`src/rtl/pc_pkg.sv`:
```
// Shared definitions for the PC sequencer: FSM encoding, default vectors, counter width.
// No logic here; latency and backpressure are properties of the modules that import it.
// Backpressure: not applicable.
package pc_pkg;

    typedef enum logic [1:0] {
        ST_BOOT = 2'd0,
        ST_RUN  = 2'd1,
        ST_TRAP = 2'd2
    } pc_state_t;

    localparam logic [31:0] DEF_RESET_PC    = 32'h0000_0000;
    localparam logic [31:0] DEF_TRAP_VECTOR = 32'h0000_0180;

    localparam int unsigned          CNT_W   = 16;
    localparam logic [CNT_W-1:0]     CNT_ONE = {{(CNT_W-1){1'b0}}, 1'b1};

endpackage

```
`src/rtl/pc_target_calc.sv`:
```
// Next-PC selection: PC+4, branch, jump and register-jump targets under fixed priority.
// Latency: purely combinational, zero cycles.
// Backpressure: none; the caller decides whether to load the result.
module pc_target_calc #(
    parameter logic [31:0] TRAP_VECTOR = 32'h0000_0180
) (
    input  logic [31:0] pc,
    input  logic        jr,
    input  logic        jump,
    input  logic        branch,
    input  logic        zero,
    input  logic [25:0] jump_addr,
    input  logic [31:0] branch_offset,
    input  logic [31:0] reg_rs,
    output logic [31:0] pcplus4,
    output logic [31:0] next_pc,
    output logic        redirect,
    output logic        misaligned
);

    logic [31:0] branch_target;
    logic [31:0] jump_target;

    assign pcplus4       = pc + 32'd4;
    assign branch_target = pcplus4 + (branch_offset << 2);
    assign jump_target   = {pcplus4[31:28], jump_addr, 2'b00};
    assign misaligned    = jr && (reg_rs[1:0] != 2'b00);

    // A selected transfer counts as a redirect even when it lands on PC+4.
    always_comb begin
        next_pc  = pcplus4;
        redirect = 1'b0;
        if (jr) begin
            redirect = 1'b1;
            next_pc  = misaligned ? TRAP_VECTOR : reg_rs;
        end else if (jump) begin
            redirect = 1'b1;
            next_pc  = jump_target;
        end else if (branch && zero) begin
            redirect = 1'b1;
            next_pc  = branch_target;
        end
    end

endmodule

```
`src/rtl/pc_sequencer.sv`:
```
// Program-counter sequencer with boot, run and misaligned-jump trap states.
// Latency: one cycle from request to new PC; TRAP and BOOT each occupy one non-stalled cycle.
// Backpressure: Stall freezes PC, TrapPC, RedirectCount and FSM state for the cycle.
module pc_sequencer
    import pc_pkg::*;
#(
    parameter logic [31:0] RESET_PC    = DEF_RESET_PC,
    parameter logic [31:0] TRAP_VECTOR = DEF_TRAP_VECTOR
) (
    input  logic             clk,
    input  logic             rst_n,
    input  logic             JRControl,
    input  logic             Jump,
    input  logic             Branch,
    input  logic             Zero,
    input  logic [25:0]      JumpAddr,
    input  logic [31:0]      BranchOffset,
    input  logic [31:0]      RegRs,
    input  logic             Stall,
    output logic [31:0]      PC,
    output logic [31:0]      PCplus4,
    output logic             Valid,
    output logic             Trap,
    output logic [31:0]      TrapPC,
    output logic [CNT_W-1:0] RedirectCount
);

    pc_state_t   state;
    logic [31:0] next_pc;
    logic        redirect;
    logic        misaligned;

    pc_target_calc #(
        .TRAP_VECTOR (TRAP_VECTOR)
    ) u_calc (
        .pc            (PC),
        .jr            (JRControl),
        .jump          (Jump),
        .branch        (Branch),
        .zero          (Zero),
        .jump_addr     (JumpAddr),
        .branch_offset (BranchOffset),
        .reg_rs        (RegRs),
        .pcplus4       (PCplus4),
        .next_pc       (next_pc),
        .redirect      (redirect),
        .misaligned    (misaligned)
    );

    // BOOT and TRAP hold PC so the instruction at that address is issued once RUN begins.
    always_ff @(posedge clk or negedge rst_n) begin
        if (!rst_n) begin
            state         <= ST_BOOT;
            PC            <= RESET_PC;
            TrapPC        <= '0;
            RedirectCount <= '0;
            Valid         <= 1'b0;
            Trap          <= 1'b0;
        end else if (!Stall) begin
            case (state)
                ST_BOOT: begin
                    state <= ST_RUN;
                    Valid <= 1'b1;
                end
                ST_RUN: begin
                    PC <= next_pc;
                    if (redirect) begin
                        RedirectCount <= RedirectCount + CNT_ONE;
                    end
                    if (misaligned) begin
                        TrapPC <= PC;
                        state  <= ST_TRAP;
                        Valid  <= 1'b0;
                        Trap   <= 1'b1;
                    end
                end
                ST_TRAP: begin
                    state <= ST_RUN;
                    Valid <= 1'b1;
                    Trap  <= 1'b0;
                end
                default: begin
                    state <= ST_BOOT;
                    Valid <= 1'b0;
                    Trap  <= 1'b0;
                end
            endcase
        end
    end

endmodule

```
`config.mk`:
```
export PLATFORM = sky130hd
export DESIGN_NAME = pc_sequencer
export DESIGN_NICKNAME = d
export VERILOG_FILES = /design/src/rtl/pc_pkg.sv /design/src/rtl/pc_target_calc.sv /design/src/rtl/pc_sequencer.sv
export SDC_FILE = /design/constraint.sdc
export NUM_CORES = 1
export LEC_CHECK = 0
export CAP_MARGIN = 25
export CORE_MARGIN = 5
export CORE_UTILIZATION = 52
export CTS_BUF_LIST = sky130_fd_sc_hd__clkbuf_2 sky130_fd_sc_hd__clkbuf_4 sky130_fd_sc_hd__clkbuf_8
export DETAILED_ROUTE_END_ITERATION = 10
export GPL_TIMING_DRIVEN = 0
export PLACE_DENSITY = 0.89
export SYNTH_ARGS = -nofsm -noshare
export SYNTH_HDL_FRONTEND = slang
export SYNTH_SLANG_ARGS = --single-unit
export TNS_END_PERCENT = 100
```
`constraint.sdc`:
```
create_clock -name clk -period 9.4 [get_ports clk]
set_clock_uncertainty 0.15 [all_clocks]
set_input_delay 1.88 -clock clk [delete_from_list [all_inputs] [get_ports clk]]
set_output_delay 1.88 -clock clk [all_outputs]
set_load 0.01 [all_outputs]
```
==> qor.csv, run 1 <==
stage,metric,value,unit
floorplan,Die Y,121,µm
routing,DR WL/cell,21.6,µm
synthesis,dominant cell type by area after synthesis,dfrtp_1,
synthesis,post-synthesis register bit count,83,
power_and_ir_drop,clock share of power,0.138,
clock_network,Post-CTS Resized,0,
synthesis,cells after synthesis,751,
grt,most used routing layer in global routing,met2,
routing,TritonRoute pass-1 iters,6,
power_and_ir_drop,Net Switching,947,µW
power_and_ir_drop,Power Internal,1.28,mW
timing,worst hold slack,0.340,ns
routing,final WL,24600,µm
final_layout,antenna cell count,0,
grt,GR Util All Layers,0.326,
setup_path,"critical path fanouts, max",9,
final_layout,Multi-input gate area,0.00416,mm²
synthesis,YS warnings,0,
setup_path,Critical Path Most Common Cell,nor2_1,
clock_network,CTS tree,built,
timing,Slew headroom,0.262,
timing,Final Cycle Share,0.592,
synthesis,Synth Flop Type,dfrtp_1,
grt,global-route met2 utilization,0.535,
floorplan,core region area,0.0121,mm²
clock_network,clk sinks,83,
timing,final setup fails,0,
synthesis,"Seq/Total Area, Yosys",0.322,
setup_path,CP endpoint kind,output pin,
setup_path,Worst path max stage delay,0.66,ns
grt,met1 usage,0.422,
setup_path,crit-path cells,"ha_1, and2_1, nand4_1, nor2_1, nand3_1, nor2_1, xor2_1, clkdlybuf4s50_1",
floorplan,Starting Density,0.533,
run_status,status,"complete, no violations",
setup_path,Worst Path Required,7.37,ns
synthesis,Post-synth EDFFs,0,
run,max_cap viols,0,
place,Final HPWL DP,19000,µm
grt,initial antenna violation count,0,
setup_path,Crit path max-delay family,simple AND/OR/NAND/NOR gates,
timing,final hold vios,0,
clock_network,Clock Path Buffers,2,
timing,Slew Limit Fails,0,
setup_path,Worst Setup Path Type,register to output pin,
synthesis,"Cell Area, Synth",0.00646,mm²
grt,global-route wire length before repair,37600,µm
timing,Max Fclk,180,MHz
synthesis,asr flop ratio synth,1.00,
floorplan,FP Rows,40,
clock_network,CTS H-tree depth,3,
final_layout,Layout area overhead,39.2,%
synthesis,unique cell type count in the Yosys netlist,76,
setup_path,Worst path slowest cell,dfrtp_1,
grt,largest net degree at the start of global routing,52,
routing,Post-route DRC,0,
final_layout,register area,0.00208,mm²
clock_network,CTS Hold Bufs,0,
worst_hold_path,hold crit path type,register to register,
setup_path,crit path buf inv count,1,
place,GPL Wtd Cong,1.00,
floorplan,Die Area,0.0147,mm²
routing,Final ANT Viol Nets,0,
power_and_ir_drop,switching portion of total power,0.425,
final_layout,layout cell share with drive strength beyond 1,0.0852,
power_and_ir_drop,Leakage,3.73,nW
clock_network,root buffer cell,clkbuf_8,
power_and_ir_drop,Sequential Power Share,0.278,
timing,Final min period,5.56,ns
timing,RSZ-0062 raised after global routing,no,
power_and_ir_drop,worst vdd ir,0.000177,V
synthesis,Area contributors post-synth,"dfrtp_1, ha_1, mux2_2",
final_layout,"Net count, final",1104,
synthesis,syn_nets,886,
timing,slew at the pin closest to its max-slew limit,1.10,ns
clock_network,Post-CTS Setup Inserts,0,
clock_network,Worst-path clk slew,0.09,ns
grt,M3 GR Usage,0.0825,
routing,via/cell ratio,6.27,
setup_path,crit start category,register,
clock_network,clock insertion delay at the later pin of the skew report,0.36,ns
clock_network,TritonCTS buffer count,9,
floorplan,DIE WIDTH,121,µm
grt,vias in the first global route,6867,
routing,DR iter-0 viols,898,
power_and_ir_drop,PD cells,248,mW/mm²
place,IO Port Bufs,206,
grt,grt ovf,0,
routing,Via Count,7159,
final_layout,Fillers,903,
setup_path,WP data arrival,3.53,ns
synthesis,"Avg Cell Area, Syn",8.60,µm²
synthesis,Post-synth top cells,"dfrtp_1, nand2_1, nor2_1",
timing,setup TNS,0,ns
floorplan,io pins,211,
power_and_ir_drop,Gate power share,0.584,
synthesis,most numerous cell in the Yosys netlist,dfrtp_1,
synthesis,share of the synthesized area in the top cell type,0.322,
==> flip-flops by register name, indices dropped and copies added, names as in the netlist <==
register	count
TrapPC	32
PC	32
RedirectCount	16
state	2
Trap	1
==> path summary, 6_finish.rpt <==
check                                       start           endpoint  slack (ns)  cells past startpoint
worst max-delay path                        PC[2]        PCplus4[26]        3.84                      8
worst min-delay path            RedirectCount[10]  RedirectCount[10]        0.34                      1
worst max register to register              PC[2]             PC[31]        4.38                     16
worst min register to register  RedirectCount[10]  RedirectCount[10]        0.34                      1
max in group asynchronous                   rst_n              PC[8]        7.17                      2
min in group asynchronous                   rst_n         TrapPC[23]        1.32                      1
==> cell type report <==
type | instances | share of cell area
plain buffers | 39 | 0.0186
clock buffers | 11 | 0.0168
clock inverters | 5 | 0.00946
inverters | 15 | 0.00626
multi-input cells | 614 | 0.462
flip-flops and latches | 83 | 0.231
well taps | 168 | 0.0234
repair buffers | 207 | 0.232
==> per-layer routing <==
metal	up-vias	wire [µm]
met4	0	750
met2	511	11400
met5	-	0
met3	70	3010
li1	3196	-
met1	3382	9530
==> power by group through the flow <==
stage	combinational [mW]	clock, mW	sequential (mW)
floorplan	0.659	0	0.634
finish	1.30	0.307	0.620
CTS	1.29	0.304	0.613
detailed placement	1.27	0	0.619
global placement	1.25	0	0.612
global route	1.40	0.320	0.636
==> metrics by stage <==
| stage | util | area (µm²) | power, mW | setup WS [ns] | std cells |
|---|---|---|---|---|---|
| after floorplan | - | 6460 | 1.29 | 5.05 | 751 |
| after global placement | 0.721 | 8730 | 1.87 | 3.30 | 1125 |
| after detailed placement | 0.723 | 8760 | 1.89 | 3.98 | 1126 |
| after global routing | 0.742 | 8990 | 2.35 | 3.71 | 1142 |
| after CTS | 0.742 | 8990 | 2.20 | 3.94 | 1142 |
| final | 0.742 | 8990 | 2.23 | 3.84 | 1142 |
==> placed cells by master, fill, tap and decap left out, types with 5 or more instances in the layout <==
cell and n:
clkdlybuf4s50_1 205, dfrtp_1 83, nand2_1 77, nor2_1 67, a21oi_1 56, xnor2_1 46
ha_1 37, o21ai_0 36, mux2_2 36, nand3_1 31, clkbuf_1 29, nor3_1 18
nand4_1 18, inv_1 15, a21o_1 14, xor2_1 13, clkbuf_8 11, a211oi_1 10
a31oi_1 10, and3_1 10, o31ai_1 8, a22oi_1 6, o21bai_1 6, nand2b_1 6
a22o_1 5, a221oi_1 5, a31o_2 5, mux2i_1 5, nor2b_1 5, buf_2 5
and4_1 5
==> worst reg2reg max path: cells and delay by family, from the launching register on <==
kind	cells	cell delay, ns
simple gates	6	1.31
flops	1	0.66
xor+xnor	1	0.36
compound gates	6	1.66
buf+inv	1	0.17
fa+ha+maj	2	0.65
==> cells by family after synthesis <==
group | Yosys count | share of synthesized area
buffers and inverters | 54 | 0.0347
XOR/XNOR | 59 | 0.0800
AO/OA/AOI/OAI | 208 | 0.214
AND/OR/NAND/NOR | 268 | 0.204
adder cells (fa/ha/maj) | 38 | 0.0748
multiplexers | 41 | 0.0705
flip-flops | 83 | 0.322
Power figures use the tool's default switching activity.
==> run 2, diff against run 1 <==
--- a/config.mk
+++ b/config.mk
@@ -7,11 +7,11 @@
 export LEC_CHECK = 0
 export CAP_MARGIN = 25
 export CORE_MARGIN = 5
-export CORE_UTILIZATION = 52
+export CORE_UTILIZATION = 44
 export CTS_BUF_LIST = sky130_fd_sc_hd__clkbuf_2 sky130_fd_sc_hd__clkbuf_4 sky130_fd_sc_hd__clkbuf_8
 export DETAILED_ROUTE_END_ITERATION = 10
 export GPL_TIMING_DRIVEN = 0
-export PLACE_DENSITY = 0.89
+export PLACE_DENSITY = 0.8
 export SYNTH_ARGS = -nofsm -noshare
 export SYNTH_HDL_FRONTEND = slang
 export SYNTH_SLANG_ARGS = --single-unit
==> constraint.sdc (replaced) <==
create_clock -name clk -period 4.6 [get_ports clk]
set_clock_uncertainty 0.15 [all_clocks]
set_input_delay 0.92 -clock clk [delete_from_list [all_inputs] [get_ports clk]]
set_output_delay 0.92 -clock clk [all_outputs]
set_load 0.01 [all_outputs]
==> run 2 against run 1 <==
Utilization decreased by 12 points. Cell area is 0.21% higher. Critical path depth grew 5. Final cell count up 1.5%. Largest cell class unchanged. Non-clock buffer count up 1. Setup slack got worse by 3.7 ns. Via count down 3.5%. Sequential power grew 100%. Power increased by 99%. Flip-flop and latch count unchanged. Die area rose by 17%. Count of clock-buffer cells in the layout unchanged.
==> qor.csv, run 2 (same netlist as run 1, synthesis figures left out) <==
stage,metric,value,unit,change
routing,DR iter-0 viols,599,,-33%
setup_path,R2R Setup Slk,0.12,ns,-4.26 ns
grt,grt ovf,0,,unchanged
setup_path,Worst Path Required,4.72,ns,-2.65 ns
routing,TritonRoute pass-1 iters,7,,+1
timing,Final Cycle Share,0.973,,
power_and_ir_drop,Gate power share,0.593,,+0.009
power_and_ir_drop,Sequential Power Share,0.284,,+0.006
final_layout,"Net count, final",1105,,+0.091%
power_and_ir_drop,PD cells,492,mW/mm²,+99%
power_and_ir_drop,Power Internal,2.56,mW,+100%
clock_network,CTS Hold Bufs,0,,unchanged
clock_network,root buffer cell,clkbuf_8,,
routing,final WL,24000,µm,-2.7%
place,Final HPWL DP,19000,µm,+0.19%
setup_path,reg2reg start,PC[4],,
final_layout,Layout area overhead,39.5,%,
floorplan,Die Area,0.0172,mm²,+17%
final_layout,Fillers,1237,,+37%
final_layout,Finished Core Util,0.622,,-0.120
floorplan,Starting Density,0.446,,-0.0872
timing,RSZ-0062 raised after global routing,yes,,
timing,slew at the pin closest to its max-slew limit,1.12,ns,+0.0247 ns
setup_path,Worst Setup Path Type,register to register,,
floorplan,FP Rows,44,,+10%
grt,largest net degree at the start of global routing,66,,+27%
clock_network,CTS H-tree depth,3,,unchanged
floorplan,core region area,0.0145,mm²,+20%
place,Placement Cell Area,0.00878,mm²,+0.23%
grt,vias in the first global route,6782,,-1.2%
floorplan,DIE WIDTH,131,µm,+8.0%
routing,Via Count,6908,,-3.5%
place,GPL Wtd Cong,0.964,,-3.8%
power_and_ir_drop,Total Power,4.44,mW,+99%
grt,global-route wire length before repair,37300,µm,-0.77%
setup_path,CP endpoint kind,register,,
setup_path,WP data arrival,4.60,ns,+1.07 ns
worst_hold_path,hold crit path type,input port to asynchronous set/reset pin,,
clock_network,TritonCTS buffer count,9,,unchanged
timing,setup TNS,0,ns,unchanged
timing,Final min period,4.48,ns,
clock_network,Worst-path clk slew,0.09,ns,about the same
final_layout,largest registers,"PC (32), TrapPC (32), RedirectCount (16)",,
routing,Post-route DRC,0,,unchanged
power_and_ir_drop,worst vdd ir,0.000321,V,+82%
routing,via/cell ratio,5.96,,-4.9%
power_and_ir_drop,clock share of power,0.123,,-0.015
grt,GR Util All Layers,0.267,,-0.0590
clock_network,CTS tree,built,,
setup_path,RR Endpoint,PC[30],,
final_layout,most frequent cells in the layout,"clkdlybuf4s50_1, dfrtp_1, nand2_1, nor2_1, a21oi_1",,
final_layout,Final Cell Area,0.00901,mm²,+0.21%
power_and_ir_drop,switching portion of total power,0.424,,-0.00156
final_layout,"commonest non-fill, non-tap cell in the layout",clkdlybuf4s50_1,,
grt,initial antenna violation count,1,,+1
power_and_ir_drop,Leakage,3.72,nW,about the same
clock_network,clock insertion delay at the later pin of the skew report,0.37,ns,about the same
timing,final hold vios,0,,unchanged
timing,Slew Limit Fails,0,,unchanged
setup_path,"critical path fanouts, max",8,,-1
run_status,status,"complete, no violations",,
floorplan,io pins,211,,unchanged
clock_network,clk sinks,83,,unchanged
clock_network,Clock Path Buffers,2,,unchanged
power_and_ir_drop,Net Switching,1.88,mW,+98%
final_layout,layout cell share with drive strength beyond 1,0.0914,,+0.00616
setup_path,Worst R2R Path Depth,13,,-3
routing,Final ANT Viol Nets,0,,unchanged
floorplan,Die Y,131,µm,+8.0%
run,max_cap viols,0,,unchanged
place,IO Port Bufs,206,,unchanged
timing,Slew headroom,0.245,,-0.0166
timing,Max Fclk,223,MHz,
timing,worst hold slack,0.284,ns,-0.0555 ns
routing,DR WL/cell,20.7,µm,-4.2%
setup_path,crit start category,register,,
timing,final setup fails,0,,unchanged
[run 2: repair_timing]
item	CTS	global route
setup buffers	0	1
resized for setup	3	4
hold endpoints to repair	0	0
pin swaps	0	1
endpoints found under the setup margin	3	5
[run 2: worst max-delay path by stage]
stage,endpoint,from,cells after the start
after floorplan,PC[29],PC[2],16
after global placement,TrapPC[6],rst_n,1
after detailed placement,PC[31],PC[2],16
after CTS,PC[31],PC[3],16
after global routing,PC[30],PC[4],13
final,PC[30],PC[4],13
[run 2: metrics by stage]
step                      setup WS (ns)  std cells
after floorplan                   0.553        751
after global routing             -0.112       1159
final                             0.123       1159
after CTS                       0.00393       1157
after detailed placement         -0.217       1142
after global placement           -0.633       1141
[run 2: worst max-delay path, cell delays in order, from the launching register on]
cell	delay [ns]
dfrtp_1	0.54
and4_4	0.32
nand4_4	0.16
nor3_2	0.58
nand4_1	0.19
xnor2_1	0.40
ha_1	0.34
a211oi_1	0.22
nand2_1	0.12
or3_1	0.38
nor3_1	0.45
o21ai_0	0.15
o21ba_2	0.23
o21a_1	0.16
[run 2: power groups by stage]
stage / combinational (mW) / sequential [mW] / clock (mW)
after floorplan: 1.35 / 1.30 / 0
after global placement: 2.56 / 1.25 / 0
after detailed placement: 2.58 / 1.27 / 0
after CTS: 2.60 / 1.26 / 0.550
after global routing: 2.84 / 1.29 / 0.577
final: 2.63 / 1.26 / 0.546
[run 2: final cells by class]
cell class / instances / area [µm²] / share of cell area
diodes: 1 / 2.50 / 0.000278
clock inverters: 4 / 51.3 / 0.00569
inverters: 15 / 56.3 / 0.00625
well taps: 184 / 230 / 0.0255
multi-input cells: 614 / 4180 / 0.464
flip-flops and latches: 83 / 2080 / 0.231
repair buffers: 208 / 2090 / 0.232
clock buffers: 11 / 145 / 0.0161
plain buffers: 39 / 168 / 0.0186
[run 2: per-layer routing]
metal	wire length [µm]	vias up	GRT usage
li1	-	3210	-
met2	11000	398	0.424
met5	0	-	0
met4	671	0	0.0906
met1	9830	3251	0.347
met3	2460	49	0.0795
==> run 3, diff against run 2 <==
--- a/config.mk
+++ b/config.mk
@@ -7,11 +7,12 @@
 export LEC_CHECK = 0
 export CAP_MARGIN = 25
 export CORE_MARGIN = 5
-export CORE_UTILIZATION = 44
+export CORE_UTILIZATION = 48
 export CTS_BUF_LIST = sky130_fd_sc_hd__clkbuf_2 sky130_fd_sc_hd__clkbuf_4 sky130_fd_sc_hd__clkbuf_8
 export DETAILED_ROUTE_END_ITERATION = 10
 export GPL_TIMING_DRIVEN = 0
-export PLACE_DENSITY = 0.8
+export PLACE_DENSITY = 0.83
+export SLEW_MARGIN = 5
 export SYNTH_ARGS = -nofsm -noshare
 export SYNTH_HDL_FRONTEND = slang
 export SYNTH_SLANG_ARGS = --single-unit
==> constraint.sdc (replaced) <==
create_clock -name clk -period 4.5 [get_ports clk]
set_clock_uncertainty 0.15 [all_clocks]
set_input_delay 0.9 -clock clk [delete_from_list [all_inputs] [get_ports clk]]
set_output_delay 0.9 -clock clk [all_outputs]
set_load 0.01 [all_outputs]
==> run 3 against run 2 <==
Final cell count stayed put. Highest routed layer unchanged. Combinational power is 5% higher. Global-route usage is 2.4 points higher. Setup slack better by 0.064 ns. Critical path depth is 1 higher. Sequential share of layout area is 0.33 points lower. Count of clock-buffer cells in the layout is 1 higher. Register-to-register slack better by 0.06 ns. Utilization is 6.8 points higher. Clock power is 4.2% higher. Cell area is 1.4% higher. Non-clock buffer count is 8 higher.
==> qor.csv, run 3 (same netlist as run 1, synthesis figures left out) <==
stage,metric,value,unit,change
timing,final hold vios,0,,unchanged
power_and_ir_drop,Leakage,3.81,nW,+2.4%
setup_path,Worst Path Required,4.61,ns,-0.11 ns
routing,Via Count,7003,,+1.4%
final_layout,largest registers,"PC (32), TrapPC (32), RedirectCount (16)",,
final_layout,layout cell share with drive strength beyond 1,0.107,,+0.0154
timing,setup ws final,0.187,ns,+0.0637 ns
grt,GR Util All Layers,0.291,,+0.0242
clock_network,clk sinks,83,,unchanged
timing,Max Fclk,232,MHz,+3.8%
final_layout,"Net count, final",1113,,+0.72%
final_layout,non-filler instance count after layout,1159,,unchanged
place,IO Port Bufs,206,,unchanged
clock_network,TritonCTS buffer count,9,,unchanged
final_layout,Layout area overhead,41.5,%,
clock_network,CTS Hold Bufs,0,,unchanged
clock_network,root buffer cell,clkbuf_8,,
routing,TritonRoute pass-1 iters,6,,-1
routing,final WL,24000,µm,+0.32%
setup_path,CP endpoint kind,register,,
routing,Post-route DRC,0,,unchanged
floorplan,io pins,211,,unchanged
routing,DR WL/cell,20.7,µm,+0.32%
final_layout,most frequent cells in the layout,"clkdlybuf4s50_1, dfrtp_1, nand2_1, nor2_1, a21oi_1",,
floorplan,Die Y,126,µm,-3.9%
power_and_ir_drop,PD cells,506,mW/mm²,+2.7%
timing,slew at the pin closest to its max-slew limit,0.928,ns,-0.195 ns
worst_hold_path,hold crit path type,input port to asynchronous set/reset pin,,
setup_path,crit start category,register,,
timing,worst hold slack,0.290,ns,+0.00541 ns
place,GPL Wtd Cong,0.927,,-3.8%
floorplan,Die Area,0.0159,mm²,-7.7%
grt,grt ovf,0,,unchanged
routing,via/cell ratio,6.04,,+1.4%
setup_path,WP data arrival,4.43,ns,-0.17 ns
routing,DR iter-0 viols,666,,+11%
floorplan,FP Rows,42,,-4.5%
grt,vias in the first global route,6672,,-1.6%
routing,Final ANT Viol Nets,0,,unchanged
place,Placement Cell Area,0.00877,mm²,-0.11%
setup_path,Worst Setup Path Type,register to register,,
clock_network,CTS H-tree depth,3,,unchanged
grt,largest net degree at the start of global routing,62,,-6.1%
grt,global-route wire length before repair,36600,µm,-1.9%
timing,Final min period,4.31,ns,-0.164 ns
power_and_ir_drop,worst vdd ir,0.000373,V,+16%
clock_network,Worst-path clk slew,0.09,ns,about the same
final_layout,Final Cell Area,0.00914,mm²,+1.4%
place,Final HPWL DP,18800,µm,-1.0%
final_layout,Finished Core Util,0.690,,+0.0678
floorplan,Starting Density,0.488,,+0.0416
grt,initial antenna violation count,0,,-1
floorplan,core region area,0.0132,mm²,-8.5%
timing,final setup fails,0,,unchanged
floorplan,DIE WIDTH,126,µm,-3.9%
run,max_cap viols,0,,unchanged
clock_network,Clock Path Buffers,2,,unchanged
clock_network,clock insertion delay at the later pin of the skew report,0.37,ns,about the same
setup_path,"critical path fanouts, max",8,,unchanged
timing,Slew headroom,0.379,,+0.134
run_status,status,"complete, no violations",,
final_layout,antenna cell count,0,,-1
timing,Slew Limit Fails,0,,unchanged
final_layout,"commonest non-fill, non-tap cell in the layout",clkdlybuf4s50_1,,
place,DP Worst Slack,-0.355,ns,-0.138 ns
clock_network,CTS tree,built,,
place,placed insts,1134,,-0.70%
timing,Final Cycle Share,0.958,,-0.0147
## run 3: cell types whose count changed in the layout (fill, tap and decap cells not counted), sizes merged
cell      change
clkinvlp      +1
clkbuf        +3
buf           +6
clkinv        -1
diode         -1
## run 3: report_power, final
group / internal (mW) / total, mW / switching [mW]
sequential: 0.989 / 1.28 / 0.295
combinational: 1.39 / 2.77 / 1.38
clock: 0.284 / 0.569 / 0.286
## run 3: path summary, 6_finish.rpt
path | start | endpoint | cells after the start | slack [ns]
max in group asynchronous | rst_n | PC[2] | 2 | 3.28
worst max-delay path | PC[3] | PC[23] | 14 | 0.19
worst max register to register | PC[3] | PC[23] | 14 | 0.19
worst min register to register | RedirectCount[14] | RedirectCount[14] | 1 | 0.35
min in group clk | RedirectCount[14] | RedirectCount[14] | 1 | 0.35
worst min-delay path | rst_n | PC[21] | 1 | 0.29
## run 3: area by class of cell
| type | instances | area, µm² |
|---|---|---|
| multi-input cells | 614 | 4260 |
| fillers | 1122 | 4100 |
| repair buffers | 216 | 2150 |
| flip-flops and latches | 83 | 2080 |
| well taps | 176 | 220 |
| plain buffers | 39 | 170 |
| clock buffers | 12 | 153 |
| inverters | 15 | 56.3 |
| clock inverters | 4 | 50.0 |
## run 3: critical path, cell delays in order (launching register included)
cell and delay (ns):
dfrtp_2 0.49, ha_1 0.27, and2_1 0.19, and2_2 0.21, and4_1 0.20, xor2_1 0.36
ha_1 0.32, nand3_1 0.18, nor4b_1 0.62, a221oi_4 0.17, a21boi_1 0.36, o31ai_1 0.12
mux2_2 0.24, nand2_1 0.06, a31o_2 0.27
## run 3: repair_timing
item | in CTS | in global routing
hold endpoints to repair | 0 | 0
pin swaps | 0 | 6
gates resized for setup | 5 | 14
buffers inserted | 0 | 8
endpoints found under the setup margin | 3 | 8
## run 3: per-layer routing
metal	vias to the layer above	track usage	share of wire
met5	-	0	0
met4	0	0.103	0.035
met3	58	0.0944	0.11
met2	403	0.466	0.46
met1	3324	0.371	0.40
li1	3218	-	-
## run 3: per-stage QoR
step	total power [mW]	TNS (ns)
floorplan	2.70	0
CTS	4.54	0
detailed placement	3.95	-0.965
global route	4.91	-0.0691
finish	4.62	0
global placement	3.92	-59.61
